$ cat config.mk
export PLATFORM = sky130hd
export DESIGN_NAME = alu_seq_ctrl
export DESIGN_NICKNAME = d
export VERILOG_FILES = /design/src/rtl/alu_seq_ctrl_pkg.sv /design/src/rtl/alu_seq_ctrl_mem_wait_timer.sv /design/src/rtl/alu_seq_ctrl.sv
export SDC_FILE = /design/constraint.sdc
export NUM_CORES = 1
export LEC_CHECK = 0
export CELL_PAD_IN_SITES_DETAIL_PLACEMENT = 1
export CELL_PAD_IN_SITES_GLOBAL_PLACEMENT = 1
export CORE_MARGIN = 2
export CORE_UTILIZATION = 34
export CTS_BUF_LIST = sky130_fd_sc_hd__clkbuf_16
export DETAILED_ROUTE_END_ITERATION = 10
export DONT_BUFFER_PORTS = 1
export GPL_TIMING_DRIVEN = 0
export MAX_ROUTING_LAYER = met4
export PLACE_DENSITY_LB_ADDON = 0.08
export SLEW_MARGIN = 0
export SYNTH_ARGS = -nofsm -noshare
export SYNTH_HDL_FRONTEND = slang
export SYNTH_HIERARCHICAL = 1
export SYNTH_SLANG_ARGS = --single-unit
$ cat constraint.sdc
create_clock -name clk -period 2 [get_ports clk]
set_input_delay 0.3 -clock clk [delete_from_list [all_inputs] [get_ports clk]]
set_output_delay 0.3 -clock clk [all_outputs]
set_load 0.05 [all_outputs]
$ cat src/rtl/alu_seq_ctrl_pkg.sv
// Shared definitions for the ALU micro-sequencer: ALU function codes,
// instruction classes, flag bit positions, special register indices and
// the latched instruction record.
package alu_seq_ctrl_pkg;

    // ALU function codes as understood by alu_16b.
    typedef enum logic [3:0] {
        ALU_ADD = 4'd0,
        ALU_ADC = 4'd1,
        ALU_SUB = 4'd2,
        ALU_SBC = 4'd3,
        ALU_AND = 4'd4,
        ALU_ORA = 4'd5,
        ALU_EOR = 4'd6,
        ALU_INC = 4'd7,
        ALU_DEC = 4'd8,
        ALU_SHL = 4'd9,
        ALU_SHR = 4'd10,
        ALU_ROL = 4'd11,
        ALU_ROR = 4'd12,
        ALU_PSA = 4'd13,
        ALU_PSB = 4'd14,
        ALU_LDZ = 4'd15
    } alu_fn_e;

    // Decoded instruction classes; codes 6 and 7 are illegal.
    typedef enum logic [2:0] {
        CLS_RR     = 3'd0,
        CLS_RI     = 3'd1,
        CLS_LOAD   = 3'd2,
        CLS_STORE  = 3'd3,
        CLS_RMW    = 3'd4,
        CLS_BRANCH = 3'd5
    } op_class_e;

    // Bit positions inside the ALU flags word.
    localparam int FLAG_C = 0;
    localparam int FLAG_V = 1;
    localparam int FLAG_Z = 2;
    localparam int FLAG_N = 3;

    // Register bank indices with a fixed role.
    localparam logic [2:0] FLAGS_IDX = 3'd2;
    localparam logic [2:0] PC_IDX    = 3'd3;

    // Instruction fields captured at the accept handshake.
    typedef struct packed {
        logic [2:0]  cls;
        logic [3:0]  alu;
        logic [2:0]  ra;
        logic [2:0]  rb;
        logic [2:0]  rd;
        logic [15:0] imm;
        logic        setf;
        logic        cmask;
        logic [1:0]  cbit;
        logic        cpol;
    } instr_t;

    // True for the six defined instruction classes.
    function automatic logic is_legal_class(input logic [2:0] cls);
        return (cls <= CLS_BRANCH);
    endfunction

endpackage

$ cat src/rtl/alu_seq_ctrl_mem_wait_timer.sv
// Watchdog for memory wait states: counts wait cycles without an ack and
// flags expiry once the count reaches LIMIT. The count freezes at LIMIT.
module alu_seq_ctrl_mem_wait_timer #(
    parameter int unsigned LIMIT = 255
) (
    input  logic clk,
    input  logic rst_n,
    input  logic clr_i,
    input  logic en_i,
    output logic expired_o
);

    localparam logic [7:0] LIMIT_C = 8'(LIMIT);

    logic [7:0] cnt_q;
    logic [7:0] cnt_d;

    assign expired_o = (cnt_q == LIMIT_C);

    // Next count: clear has priority, otherwise step while enabled and not expired.
    always_comb begin
        cnt_d = cnt_q;
        if (clr_i) begin
            cnt_d = 8'd0;
        end else if (en_i && !expired_o) begin
            cnt_d = cnt_q + 8'd1;
        end
    end

    // Counter register.
    always_ff @(posedge clk or negedge rst_n) begin
        if (!rst_n) begin
            cnt_q <= 8'd0;
        end else begin
            cnt_q <= cnt_d;
        end
    end

endmodule

$ cat src/rtl/alu_seq_ctrl.sv
// Micro-sequencer in front of alu_16b. Accepts one decoded instruction per
// handshake and then owns every ALU control input, stepping through the
// per-class state sequence. Memory classes use a req/ack port guarded by
// a wait-state watchdog.
//
// Handshake: an instruction transfers on a rising edge where instr_valid
// and instr_ready are both high; instr_ready is high only in IDLE, the
// fields are captured on that edge and the op_* inputs are ignored until
// the sequencer returns to IDLE. mem_req stays high until the cycle in
// which mem_ack is seen (or the watchdog aborts); mem_ack outside a wait
// state is ignored.
module alu_seq_ctrl
    import alu_seq_ctrl_pkg::*;
#(
    parameter logic [2:0]  SCRATCH_IDX = 3'd7,
    parameter int unsigned WAIT_LIMIT  = 255
) (
    input  logic        clk,
    input  logic        rst_n,
    input  logic        instr_valid,
    output logic        instr_ready,
    input  logic [2:0]  op_class,
    input  logic [3:0]  op_alu,
    input  logic [2:0]  op_ra,
    input  logic [2:0]  op_rb,
    input  logic [2:0]  op_rd,
    input  logic [15:0] op_imm,
    input  logic        op_setf,
    input  logic        op_cmask,
    input  logic [1:0]  op_cbit,
    input  logic        op_cpol,
    input  logic [15:0] alu_flags,
    input  logic [15:0] alu_mar,
    output logic [3:0]  alu_f,
    output logic [2:0]  a_idx,
    output logic [2:0]  b_idx,
    output logic [2:0]  d_idx,
    output logic        wr_reg,
    output logic        wr_flags,
    output logic        sel_inp,
    output logic        carry_mask,
    output logic [15:0] t16,
    output logic        mem_req,
    output logic        mem_we,
    output logic [15:0] mem_addr,
    input  logic        mem_ack,
    input  logic [15:0] mem_rdata,
    output logic        done,
    output logic        err,
    output logic [3:0]  dbg_state_o
);

    localparam logic [3:0] S_IDLE   = 4'd0;
    localparam logic [3:0] S_EXEC   = 4'd1;
    localparam logic [3:0] S_ADDR   = 4'd2;
    localparam logic [3:0] S_RWAIT  = 4'd3;
    localparam logic [3:0] S_WWAIT  = 4'd4;
    localparam logic [3:0] S_CLR    = 4'd5;
    localparam logic [3:0] S_MERGE  = 4'd6;
    localparam logic [3:0] S_SCLR   = 4'd7;
    localparam logic [3:0] S_SMERGE = 4'd8;
    localparam logic [3:0] S_ROP    = 4'd9;
    localparam logic [3:0] S_BR     = 4'd10;
    localparam logic [3:0] S_ERR    = 4'd11;

    logic [3:0]  state_q, state_d;
    instr_t      instr_q, instr_d;
    logic [15:0] mem_addr_q, mem_addr_d;
    logic [15:0] rdata_q, rdata_d;

    logic        in_wait;
    logic        timer_clr;
    logic        timer_en;
    logic        expired;
    logic [3:0]  cond_flags;
    logic        br_taken;
    logic        unused_flags;

    // Only the four condition flags take part in branch decisions.
    assign cond_flags   = {alu_flags[FLAG_N], alu_flags[FLAG_Z],
                           alu_flags[FLAG_V], alu_flags[FLAG_C]};
    assign unused_flags = ^alu_flags[15:4];
    assign br_taken     = (cond_flags[instr_q.cbit] == instr_q.cpol);

    assign in_wait   = (state_q == S_RWAIT) || (state_q == S_WWAIT);
    // Each memory access (ADDR before the first, ROP before the RMW write-back) starts a fresh count.
    assign timer_clr = (state_q == S_ADDR) || (state_q == S_ROP);
    assign timer_en  = in_wait && !mem_ack;

    assign mem_addr    = mem_addr_q;
    assign dbg_state_o = state_q;

    alu_seq_ctrl_mem_wait_timer #(
        .LIMIT(WAIT_LIMIT)
    ) u_wait_timer (
        .clk       (clk),
        .rst_n     (rst_n),
        .clr_i     (timer_clr),
        .en_i      (timer_en),
        .expired_o (expired)
    );

    // Next-state, field capture, address and read-data capture.
    always_comb begin
        state_d    = state_q;
        instr_d    = instr_q;
        mem_addr_d = mem_addr_q;
        rdata_d    = rdata_q;
        case (state_q)
            S_IDLE: begin
                if (instr_valid) begin
                    instr_d.cls   = op_class;
                    instr_d.alu   = op_alu;
                    instr_d.ra    = op_ra;
                    instr_d.rb    = op_rb;
                    instr_d.rd    = op_rd;
                    instr_d.imm   = op_imm;
                    instr_d.setf  = op_setf;
                    instr_d.cmask = op_cmask;
                    instr_d.cbit  = op_cbit;
                    instr_d.cpol  = op_cpol;
                    if (!is_legal_class(op_class)) begin
                        state_d = S_ERR;
                    end else if ((op_class == CLS_RR) || (op_class == CLS_RI)) begin
                        state_d = S_EXEC;
                    end else if (op_class == CLS_BRANCH) begin
                        state_d = S_BR;
                    end else begin
                        state_d = S_ADDR;
                    end
                end
            end
            S_EXEC: state_d = S_IDLE;
            S_ADDR: begin
                // ALU computes a_val + t16; keep it so the bus address is stable.
                mem_addr_d = alu_mar;
                state_d    = (instr_q.cls == CLS_STORE) ? S_WWAIT : S_RWAIT;
            end
            S_RWAIT: begin
                if (expired) begin
                    state_d = S_IDLE;
                end else if (mem_ack) begin
                    rdata_d = mem_rdata;
                    state_d = (instr_q.cls == CLS_RMW) ? S_SCLR : S_CLR;
                end
            end
            S_WWAIT: begin
                if (expired || mem_ack) begin
                    state_d = S_IDLE;
                end
            end
            S_CLR:    state_d = S_MERGE;
            S_MERGE:  state_d = S_IDLE;
            S_SCLR:   state_d = S_SMERGE;
            S_SMERGE: state_d = S_ROP;
            S_ROP:    state_d = S_WWAIT;
            S_BR:     state_d = S_IDLE;
            S_ERR:    state_d = S_IDLE;
            default:  state_d = S_IDLE;
        endcase
    end

    // Moore-style ALU/memory drive; only wait-state ack and branch condition are sampled live.
    always_comb begin
        instr_ready = 1'b0;
        alu_f       = 4'd0;
        a_idx       = 3'd0;
        b_idx       = 3'd0;
        d_idx       = 3'd0;
        wr_reg      = 1'b0;
        wr_flags    = 1'b0;
        sel_inp     = 1'b0;
        carry_mask  = 1'b0;
        t16         = 16'd0;
        mem_req     = 1'b0;
        mem_we      = 1'b0;
        done        = 1'b0;
        err         = 1'b0;
        case (state_q)
            S_IDLE: instr_ready = 1'b1;
            S_EXEC: begin
                alu_f      = instr_q.alu;
                a_idx      = instr_q.ra;
                b_idx      = instr_q.rb;
                d_idx      = instr_q.rd;
                sel_inp    = (instr_q.cls == CLS_RR);
                t16        = instr_q.imm;
                carry_mask = instr_q.cmask;
                wr_reg     = 1'b1;
                wr_flags   = instr_q.setf;
                done       = 1'b1;
            end
            S_ADDR: begin
                a_idx = instr_q.ra;
                t16   = instr_q.imm;
            end
            S_RWAIT: begin
                if (expired) begin
                    err = 1'b1;
                end else begin
                    mem_req = 1'b1;
                end
            end
            S_WWAIT: begin
                // Memory takes its write data from the B bank at b_idx.
                b_idx = (instr_q.cls == CLS_RMW) ? SCRATCH_IDX : instr_q.rb;
                if (expired) begin
                    err = 1'b1;
                end else begin
                    mem_req = 1'b1;
                    mem_we  = 1'b1;
                    done    = mem_ack;
                end
            end
            S_CLR: begin
                alu_f  = ALU_LDZ;
                d_idx  = instr_q.rd;
                wr_reg = 1'b1;
            end
            S_MERGE: begin
                alu_f    = ALU_ORA;
                a_idx    = instr_q.rd;
                d_idx    = instr_q.rd;
                t16      = rdata_q;
                wr_reg   = 1'b1;
                wr_flags = instr_q.setf;
                done     = 1'b1;
            end
            S_SCLR: begin
                alu_f  = ALU_LDZ;
                d_idx  = SCRATCH_IDX;
                wr_reg = 1'b1;
            end
            S_SMERGE: begin
                alu_f  = ALU_ORA;
                a_idx  = SCRATCH_IDX;
                d_idx  = SCRATCH_IDX;
                t16    = rdata_q;
                wr_reg = 1'b1;
            end
            S_ROP: begin
                alu_f      = instr_q.alu;
                a_idx      = SCRATCH_IDX;
                b_idx      = SCRATCH_IDX;
                d_idx      = SCRATCH_IDX;
                sel_inp    = 1'b1;
                carry_mask = instr_q.cmask;
                wr_reg     = 1'b1;
                wr_flags   = instr_q.setf;
            end
            S_BR: begin
                done = 1'b1;
                if (br_taken) begin
                    alu_f      = ALU_ADD;
                    a_idx      = PC_IDX;
                    d_idx      = PC_IDX;
                    t16        = instr_q.imm;
                    carry_mask = 1'b1;
                    wr_reg     = 1'b1;
                    wr_flags   = instr_q.setf;
                end
            end
            S_ERR: begin
                err  = 1'b1;
                done = 1'b1;
            end
            default: ;
        endcase
    end

    // State and datapath registers.
    always_ff @(posedge clk or negedge rst_n) begin
        if (!rst_n) begin
            state_q    <= S_IDLE;
            instr_q    <= '0;
            mem_addr_q <= 16'd0;
            rdata_q    <= 16'd0;
        end else begin
            state_q    <= state_d;
            instr_q    <= instr_d;
            mem_addr_q <= mem_addr_d;
            rdata_q    <= rdata_d;
        end
    end

endmodule

-- Word-level counts from Yosys, hierarchy flattened
Index checks and enable logic that the tools add are counted.
- $add $sub $neg: 1
- magnitude comparators: 2
- eq/ne operators: 20
- multiplexer cells: 36
- bitwise gates (word level): 1
- reductions and logical operators: 26
- operator list (kind ; number):
    one-hot mux 16 bit (3 select lines) ; 1
    one-hot mux 4 bit (8 select lines) ; 1
    two-way mux 4 bit ; 7
    one-hot mux 3 bit (3 select lines) ; 2
    equality test 4 x 3 -> 1 bit (second input constant) ; 4
    equality test 4 bit (second input constant) ; 4
    two-way mux 16 bit ; 1
    two-way mux 8 bit ; 2
    one-hot mux 1 bit (2 select lines) ; 6
    one-hot mux 3 bit (4 select lines) ; 1
    one-hot mux 4 bit (3 select lines) ; 1
    OR reduction 2 bit ; 6
    two-way mux 1 bit ; 9
    OR reduction 3 bit ; 3
    adder 8 x 1 -> 8 bit (second input constant) ; 1
    equality test 4 x 2 -> 1 bit (second input constant) ; 2
    equality test 8 bit (second input constant) ; 1
    equality test 3 bit (second input constant) ; 2
    zero test 3 bit ; 2
    two-way mux 3 bit ; 2
    AND reduction 3 bit ; 2
    OR reduction 6 bit ; 1
    equality test 4 x 1 -> 1 bit (second input constant) ; 1
    zero test 4 bit ; 1
    other kinds (17) ; 23
- flip-flop bits (word level): 81
- input port bits: 89
- output and inout bits: 58
- word-level logic and storage cells: 100

-- Depth between registers and ports, before layout
Gate-level depths: netlist of run 1.
- depth in word-level cells: 6
- mapped depth: 9
- gate-level depth less buffers: 7

-- Modules after synthesis
Netlist of run 1, hierarchy kept.
- by module, submodules not included (module ; times used ; cells an instance ; area each (sq um) ; seq. area each (sq um)):
    alu_seq_ctrl ; 1 ; 305 ; 3697.3 ; 1826.8
    alu_seq_ctrl_mem_wait_timer ; 1 ; 47 ; 469.2 ; 200.2

-- Worst setup path before layout of run 1
OpenSTA, ideal clock, no wires.
- path type: register -> output
- start: register state_q[1] (netlist: dbg_state_o[1])
- end: output port done
- arrival time: 2.679 ns
- path slack: -0.979 ns
- cell stages (with the launch flop): 7
- buffers on the path: 3
- cells stage by stage: dfrtp_1 buf_4 buf_2 clkbuf_1 a21oi_1 o31a_1 o21ai_0
- word-level cells in the longest chain between the ends: 3
- ends and longest elaborated chain (what ; line ; source):
    start: declaration ; alu_seq_ctrl.sv:66 ; logic [3:0] state_q, state_d;
    start signal: assignment ; alu_seq_ctrl.sv:279 ; state_q <= state_d;
    equality test 4 bit, or another cell as far along ; alu_seq_ctrl.sv:179 ; case (state_q)
    OR reduction 4 bit (no source line) ; - ;
    one-hot mux 1 bit (2 select lines) (*) ; alu_seq_ctrl.sv:179 ;
    end: declaration ; alu_seq_ctrl.sv:48 ; output logic done,
Every way passes the cells marked *; elsewhere a longest branch is shown, timed or not.

-- Worst setup path after layout of run 1
- start: register state_q[1] (netlist: dbg_state_o[1])
- end: output port t16[7]
- word-level cells in the longest chain between the ends: 3
- ends and longest elaborated chain (what ; line ; source):
    equality test 4 x 3 -> 1 bit, or another cell as far along ; alu_seq_ctrl.sv:179 ;
    OR reduction 2 bit (no source line) ; - ;
    one-hot mux 16 bit (3 select lines) (*) ; alu_seq_ctrl.sv:179 ;
    end: declaration ; alu_seq_ctrl.sv:42 ; output logic [15:0] t16,
Marked as above.

==> results of run 1 <==
per-layer routing:
metal / share of wire (%) / track usage, %
met5: 0 / -
met4: 1.8 / 6.67
met3: 6.9 / 5.98
met2: 49 / 32.1
met1: 43 / 26.4
cell usage after synthesis, types with 2 or more instances:
library cell	count
a211oi_1	5
a21boi_0	6
a21o_1	4
a21oi_1	19
a22o_2	16
a31oi_1	2
and2b_1	3
and3_1	3
buf_2	7
buf_4	4
buf_6	3
clkbuf_1	5
dfrtp_1	81
ha_1	3
inv_1	7
mux2_2	68
mux2i_1	7
nand2_1	20
nand2b_1	6
nand3_1	6
nand4_1	3
nor2_1	19
nor2b_1	3
nor3_1	2
nor4_4	2
o21ai_0	10
o21bai_1	5
o22ai_1	3
or2_2	2
or3_1	3
worst max-delay path, stage by stage (launching register included):
cell and delay (ns):
dfrtp_2 0.52, buf_6 0.19, and2b_2 0.25, or2_4 0.24
a32o_2 0.28, buf_12 0.16, a22o_4 0.29
path summary, 6_finish.rpt:
check,from,endpoint,depth (start not counted)
hold reg to reg,instr_q[3],instr_q[3],1
min in group clk,mem_ack,dbg_state_o[2],1
max in group asynchronous,rst_n,u_wait_timer/cnt_q[7],0
setup reg to reg,dbg_state_o[1],instr_q[29],8
setup / recovery,dbg_state_o[1],t16[7],6
hold / removal,rst_n,instr_q[28],0
report_power, final:
| group | internal, W | switching [W] | leakage (nW) | total [W] |
|---|---|---|---|---|
| Combinational | 0.00329 | 0.00377 | 1.60 | 0.00706 |
| Sequential | 0.00239 | 0.00130 | 0.972 | 0.00370 |
| Clock | 0.00121 | 0.000705 | 0.172 | 0.00192 |
| Total | 0.00689 | 0.00578 | 2.75 | 0.0127 |
metrics by stage:
stage / hold slack [ns] / util, % / std cells / power (W)
6_report: -0.364 / 53.3 / 582 / 0.0127
5_1_grt: -0.371 / 53.3 / 582 / 0.0132
4_1_cts: -0.373 / 49.9 / 561 / 0.0121
3_5_place_dp: 0.00757 / 38.9 / 499 / 0.00874
3_3_place_gp: 0.00724 / 38.9 / 499 / 0.00864
2_1_floorplan: 0.00441 / - / 352 / 0.00792
layout make-up:
| cell class | instances | area (µm²) |
|---|---|---|
| timing repair buffer | 68 | 802 |
| clock inverter | 7 | 111 |
| tap | 147 | 184 |
| sequential | 81 | 2040 |
| clock buffer | 9 | 225 |
| antenna | 1 | 2.50 |
| fill | 1164 | 5600 |
| inverter | 7 | 33.8 |
| multi-input combinational | 245 | 2720 |
| buffer | 17 | 285 |
flip-flops by register name, indices dropped and copies added, names as in the netlist:
| signal | flops |
|---|---|
| instr_q | 37 |
| mem_addr | 16 |
| u_wait_timer/cnt_q | 8 |
| dbg_state_o | 4 |
| rdata_q | 16 |
cells by family (layout without fill, tap and decap cells):
logic type	Yosys count	in the layout	synth area share (%)
XOR/XNOR	1	1	0.390
AO/OA/AOI/OAI	81	81	14.0
AND/OR/NAND/NOR	83	83	11.7
multiplexers	77	77	21.0
buffers and inverters	26	108	3.45
flip-flops	81	81	48.6
other	0	1	0
adder cells (fa/ha/maj)	3	3	0.901
timing repair:
item | 4_1_cts | 5_1_grt
setup buffers | 44 | 22
pin swaps | 26 | 40
endpoints found under the hold margin | 81 | 81
endpoints found under the setup margin | 112 | 119
resized for setup | 123 | 60
cloned | 3 | 2
==> results.md, run 1 <==
* Status: finished, violations left
* Failing checks: hold timing, setup timing
* Number of global-route vias before repair at between 3000 and 4000
* TritonCTS clock tree: yes
* Final Cell Area at about 6400 µm²
* Initial Utilization at 34.7%
* Core ar. at between 10000 and 15000 µm²
* Crit end category: output pin
* 1st-pass router iterations at 4
* Final Max Tran Viols at 0
* Antenna viol nets, final at 0
* Share of the synthesized area in the top cell type at roughly 49%
* FF-to-FF setup slack at -0.53 ns
* Placement Setup Slack at -0.651 ns
* Cells after Synth at around 350
* Max_slew headroom at 20.9%
* CTS max path bufs at 2
* Synth Area per Inst at ~12 µm²
* Nets at around 520
* Root Buffer: clkbuf_16
* Crit path time final at approximately 2.6 ns
* RSZ-0062 raised after global routing: true
* Vias at around 3200
* Layout Skew at 0.00659 ns
* I/O pins at between 100 and 150
* Worst-path fanout max at 10
* Synth top area cells: dfrtp_1, mux2_2, a22o_2
* Tcrit/Tclk final at 130%
* Unique masters post-synth at 55
* Fmax at roughly 390 MHz
* Total Wirelength at around 14000 µm
* WL per Instance at 23.7 µm
* Number of flops mapped to enable cells by yosys at 0
* Iter 0 DRT Violations at around 120
* Async set-reset flop share out of synthesis at 100%
* Final worst setup slack at -0.597 ns
* Lkg Pwr at 2.75 nW
* Chip width at 115 µm
* Max Cap Viol at 0
* Synth-to-layout area growth at 53.8%
* Die span in y at 115 µm
* Largest net degree at the start of global routing at a little over 80
* Row count at 40
* Clock Latency Late Sink at ~0.35 ns
* H-tree depth at 3
* Worst Hold Class: input pin to async pin
* Commonest non-fill, non-tap cells in the layout: dfrtp_1, mux2_2, buf_4, mux2_4, a22o_4
* Power density cells at roughly 2000 nW/µm²
* Clock transition at path regs at about 0.07 ns
* Syn_nets at ~440
* Worst IR Drop VDD at 936 µV
* Fraction of layout cells with a size suffix above 1 at between 60 and 70%
* Setup violators final at roughly 110
* IO buf count at 0
* Main synth FF type: dfrtp_1
* Post-Route Setup TNS at -38.33 ns
* Antenna violations before repair at 1
* Global placer's final weighted congestion at between 0.8 and 0.9
* CTS Buf Count at 9
* Cell accounting for the most synthesized area: dfrtp_1
* Post-synthesis sequential area ratio at about half
* Post-Syn Area at 4170 µm²
* Hold Vio Cnt, Final at just over 80
* Clk sink count at 81
* Global-route wire length before repair at 19600 µm
* Slew at the pin closest to its max-slew limit at approximately 1.2 ns
* Crit path DAT at ~2.3 ns
* Critical path start-end classification: flip-flop to output pin
* Commonest non-fill, non-tap cell in the layout: dfrtp_1
* Final HPWL DP at roughly 8500 µm
* Worst endpoint required time at 1.70 ns
* Critical Path Source Type: flip-flop
* Placed Instance Area at around 4700 µm²
* FF+latch count, synth at about 80
* Vias per std cell at ~5.6
* Hold_ws at -0.364 ns
* Die area at ~13000 µm²
* DRC at 0
* Gr usage total at between 20 and 25%
* GRT overflow at 0
* Number of synthesis warnings at 6
No activity file was read; power rests on OpenSTA's default activity.
==> run 2, diff against run 1 <==
--- a/config.mk
+++ b/config.mk
@@ -7,7 +7,7 @@
 export LEC_CHECK = 0
 export CELL_PAD_IN_SITES_DETAIL_PLACEMENT = 1
 export CELL_PAD_IN_SITES_GLOBAL_PLACEMENT = 1
-export CORE_MARGIN = 2
+export CORE_MARGIN = 5
 export CORE_UTILIZATION = 34
 export CTS_BUF_LIST = sky130_fd_sc_hd__clkbuf_16
 export DETAILED_ROUTE_END_ITERATION = 10
@@ -15,6 +15,7 @@
 export GPL_TIMING_DRIVEN = 0
 export MAX_ROUTING_LAYER = met4
 export PLACE_DENSITY_LB_ADDON = 0.08
+export REMOVE_ABC_BUFFERS = 1
 export SLEW_MARGIN = 0
 export SYNTH_ARGS = -nofsm -noshare
 export SYNTH_HDL_FRONTEND = slang
==> results.md, run 2 (synthesized netlist as in run 1, its figures left out) <==
* Status: finished, violations left
* Failing checks: hold timing, setup timing
* Final worst setup slack at -0.561 ns
* Hold Vio Cnt, Final at a little over 80
* Final Max Tran Viols at 0
* Initial Utilization at between 30% and 40%
* Slew at the pin closest to its max-slew limit at ~1.1 ns
* NetSw at 0.00581 W
* IO buf count at 0
* Clock transition at path regs at roughly 0.070 ns
* Hold_ws at -0.361 ns
* Max reg flops at 37
* Clock Latency Late Sink at around 0.35 ns
* Largest reg by FF count: instr_q
* Global-route wire length before repair at between 15000 and 20000 µm
* Commonest non-fill, non-tap cells in the layout: dfrtp_1, mux2_2, buf_4, a22o_4
* Setup violators final at 100
* Number of global-route vias before repair at between 3000 and 4000
* FF-to-FF setup slack at -0.33 ns
* TritonCTS clock tree: yes
* Final core occ at 50.7%
* Placed Instance Area at about 4300 µm²
* Placement Setup Slack at -1.50 ns
* Worst-path fanout max at 8
* Crit path time final at 2.56 ns
* Crit end category: output pin
* Die area at 14600 µm²
* Vias at about 3200
* H-tree depth at 3
* Core ar. at between 10000 and 15000 µm²
* Largest net degree at the start of global routing at roughly 80
* Fraction of layout cells with a size suffix above 1 at around 62%
* Crit path DAT at between 2 and 2.5 ns
* Die span in y at approximately 120 µm
* CP bufs+invs at 2
* RSZ-0062 raised after global routing: true
* Commonest non-fill, non-tap cell in the layout: dfrtp_1
* Vias per std cell at ~5.6
* Antenna violations before repair at 1
* GRT overflow at 0
* DRC at 0
* Critical Path Max Stage Delay at 0.61 ns
* Max Cap Viol at 0
* CTS Buf Count at 9
* Internal power at around 0.0063 W
* Fmax at ~390 MHz
* CP top delay family: flip-flops
* Chip width at ~120 µm
* Sw Ratio at 47.8%
* Tcrit/Tclk final at 128%
* Clk sink count at about 80
* Layout Skew at about 0.0075 ns
* Worst Hold Class: input pin to async pin
* Seq pwr share at a little under a third
* Row count at 40
* Crit-path cells: buf_6 -> and2b_1 -> or2_4 -> a32o_2 -> buf_12 -> a22o_4
* Gr usage total at 18.1%
* CTS max path bufs at 2
* RR Startpoint: dbg_state_o[0]
* Critical Path Source Type: flip-flop
* Reg2reg end: instr_q[9]
* WL per Instance at ~25 µm
* Lkg Pwr at 2.57 nW
* Critical path start-end classification: flip-flop to output pin
* Final HPWL DP at 7410 µm
* Final Cell Area at about 6100 µm²
* Total Wirelength at roughly 14000 µm
* FF-to-FF path depth at 6
* Logic pwr share at a little under three fifths
* Global placer's final weighted congestion at about 0.74
* 1st-pass router iterations at 4
* Max_slew headroom at around 25%
* Synth-to-layout area growth at 46.2%
* Worst IR Drop VDD at around 970 µV
* I/O pins at ~150
* Iter 0 DRT Violations at slightly above 90
* Power density cells at about 2000 nW/µm²
* Nets at roughly 510
* Antenna viol nets, final at 0
* Clock power share at roughly 14%
* Worst endpoint required time at around 1.7 ns
* Critical path's slowest cell: dfrtp_4
* Root Buffer: clkbuf_16
-- run 2: cell types whose count changed in the layout (fill, tap and decap cells not counted), sizes merged --
cell      change
a32o          +1
buf          -14
bufinv        -2
clkinv        +2
clkinvlp      +2
inv           -2
-- run 2: power by group through the flow --
| stage | combinational [W] | sequential (W) | clock, W |
|---|---|---|---|
| after CTS | 0.00566 | 0.00371 | 0.00171 |
| after global placement | 0.00411 | 0.00371 | 0 |
| after global routing | 0.00703 | 0.00381 | 0.00179 |
| final | 0.00675 | 0.00372 | 0.00169 |
| after floorplan | 0.00363 | 0.00352 | 0 |
| after detailed placement | 0.00420 | 0.00374 | 0 |
-- run 2: per-layer routing --
layer  vias to the layer above  wire length, µm  global-route usage (%)
li1                       1430                -                       -
met1                      1673             6100                    22.1
met2                        92             7260                    28.7
met3                        13              872                    5.38
met4                         0              257                    6.23
met5                         -                0                       -
-- run 2: area by class of cell --
| class | count | area (µm²) |
|---|---|---|
| inverter | 7 | 37.5 |
| antenna | 1 | 2.50 |
| sequential | 81 | 2040 |
| multi-input combinational | 246 | 2660 |
| tap | 147 | 184 |
| clock inverter | 7 | 68.8 |
| timing repair buffer | 71 | 875 |
| fill | 1225 | 5920 |
| clock buffer | 9 | 225 |
-- run 2: stage by stage --
stage / total power (W) / hold WS [ns] / instances / TNS [ns]
floorplan: 0.00716 / 0.00441 / 333 / -77.44
global placement: 0.00782 / 0.00696 / 480 / -158.58
detailed placement: 0.00794 / 0.00682 / 481 / -119.81
CTS: 0.0111 / -0.363 / 526 / -24.92
global route: 0.0126 / -0.368 / 569 / -36.81
finish: 0.0122 / -0.361 / 569 / -31.61
-- run 2: worst max-delay path by stage --
stage	start	end	slack, ns	depth (start not counted)
floorplan	dbg_state_o[1]	instr_q[0]	-1.08	3
detailed placement	dbg_state_o[2]	t16[13]	-1.50	4
CTS	instr_q[1]	t16[3]	-0.54	5
finish	dbg_state_o[1]	t16[11]	-0.56	6
global placement	dbg_state_o[1]	instr_q[12]	-1.94	3
global route	instr_q[1]	t16[13]	-0.59	4
-- run 2: repair_timing --
item / in CTS / in global routing
gates resized for setup: 109 / 76
setup endpoints to repair: 119 / 119
hold endpoints to repair: 81 / 81
cloned: 1 / 7
buffers inserted: 28 / 35
pin swaps: 15 / 29
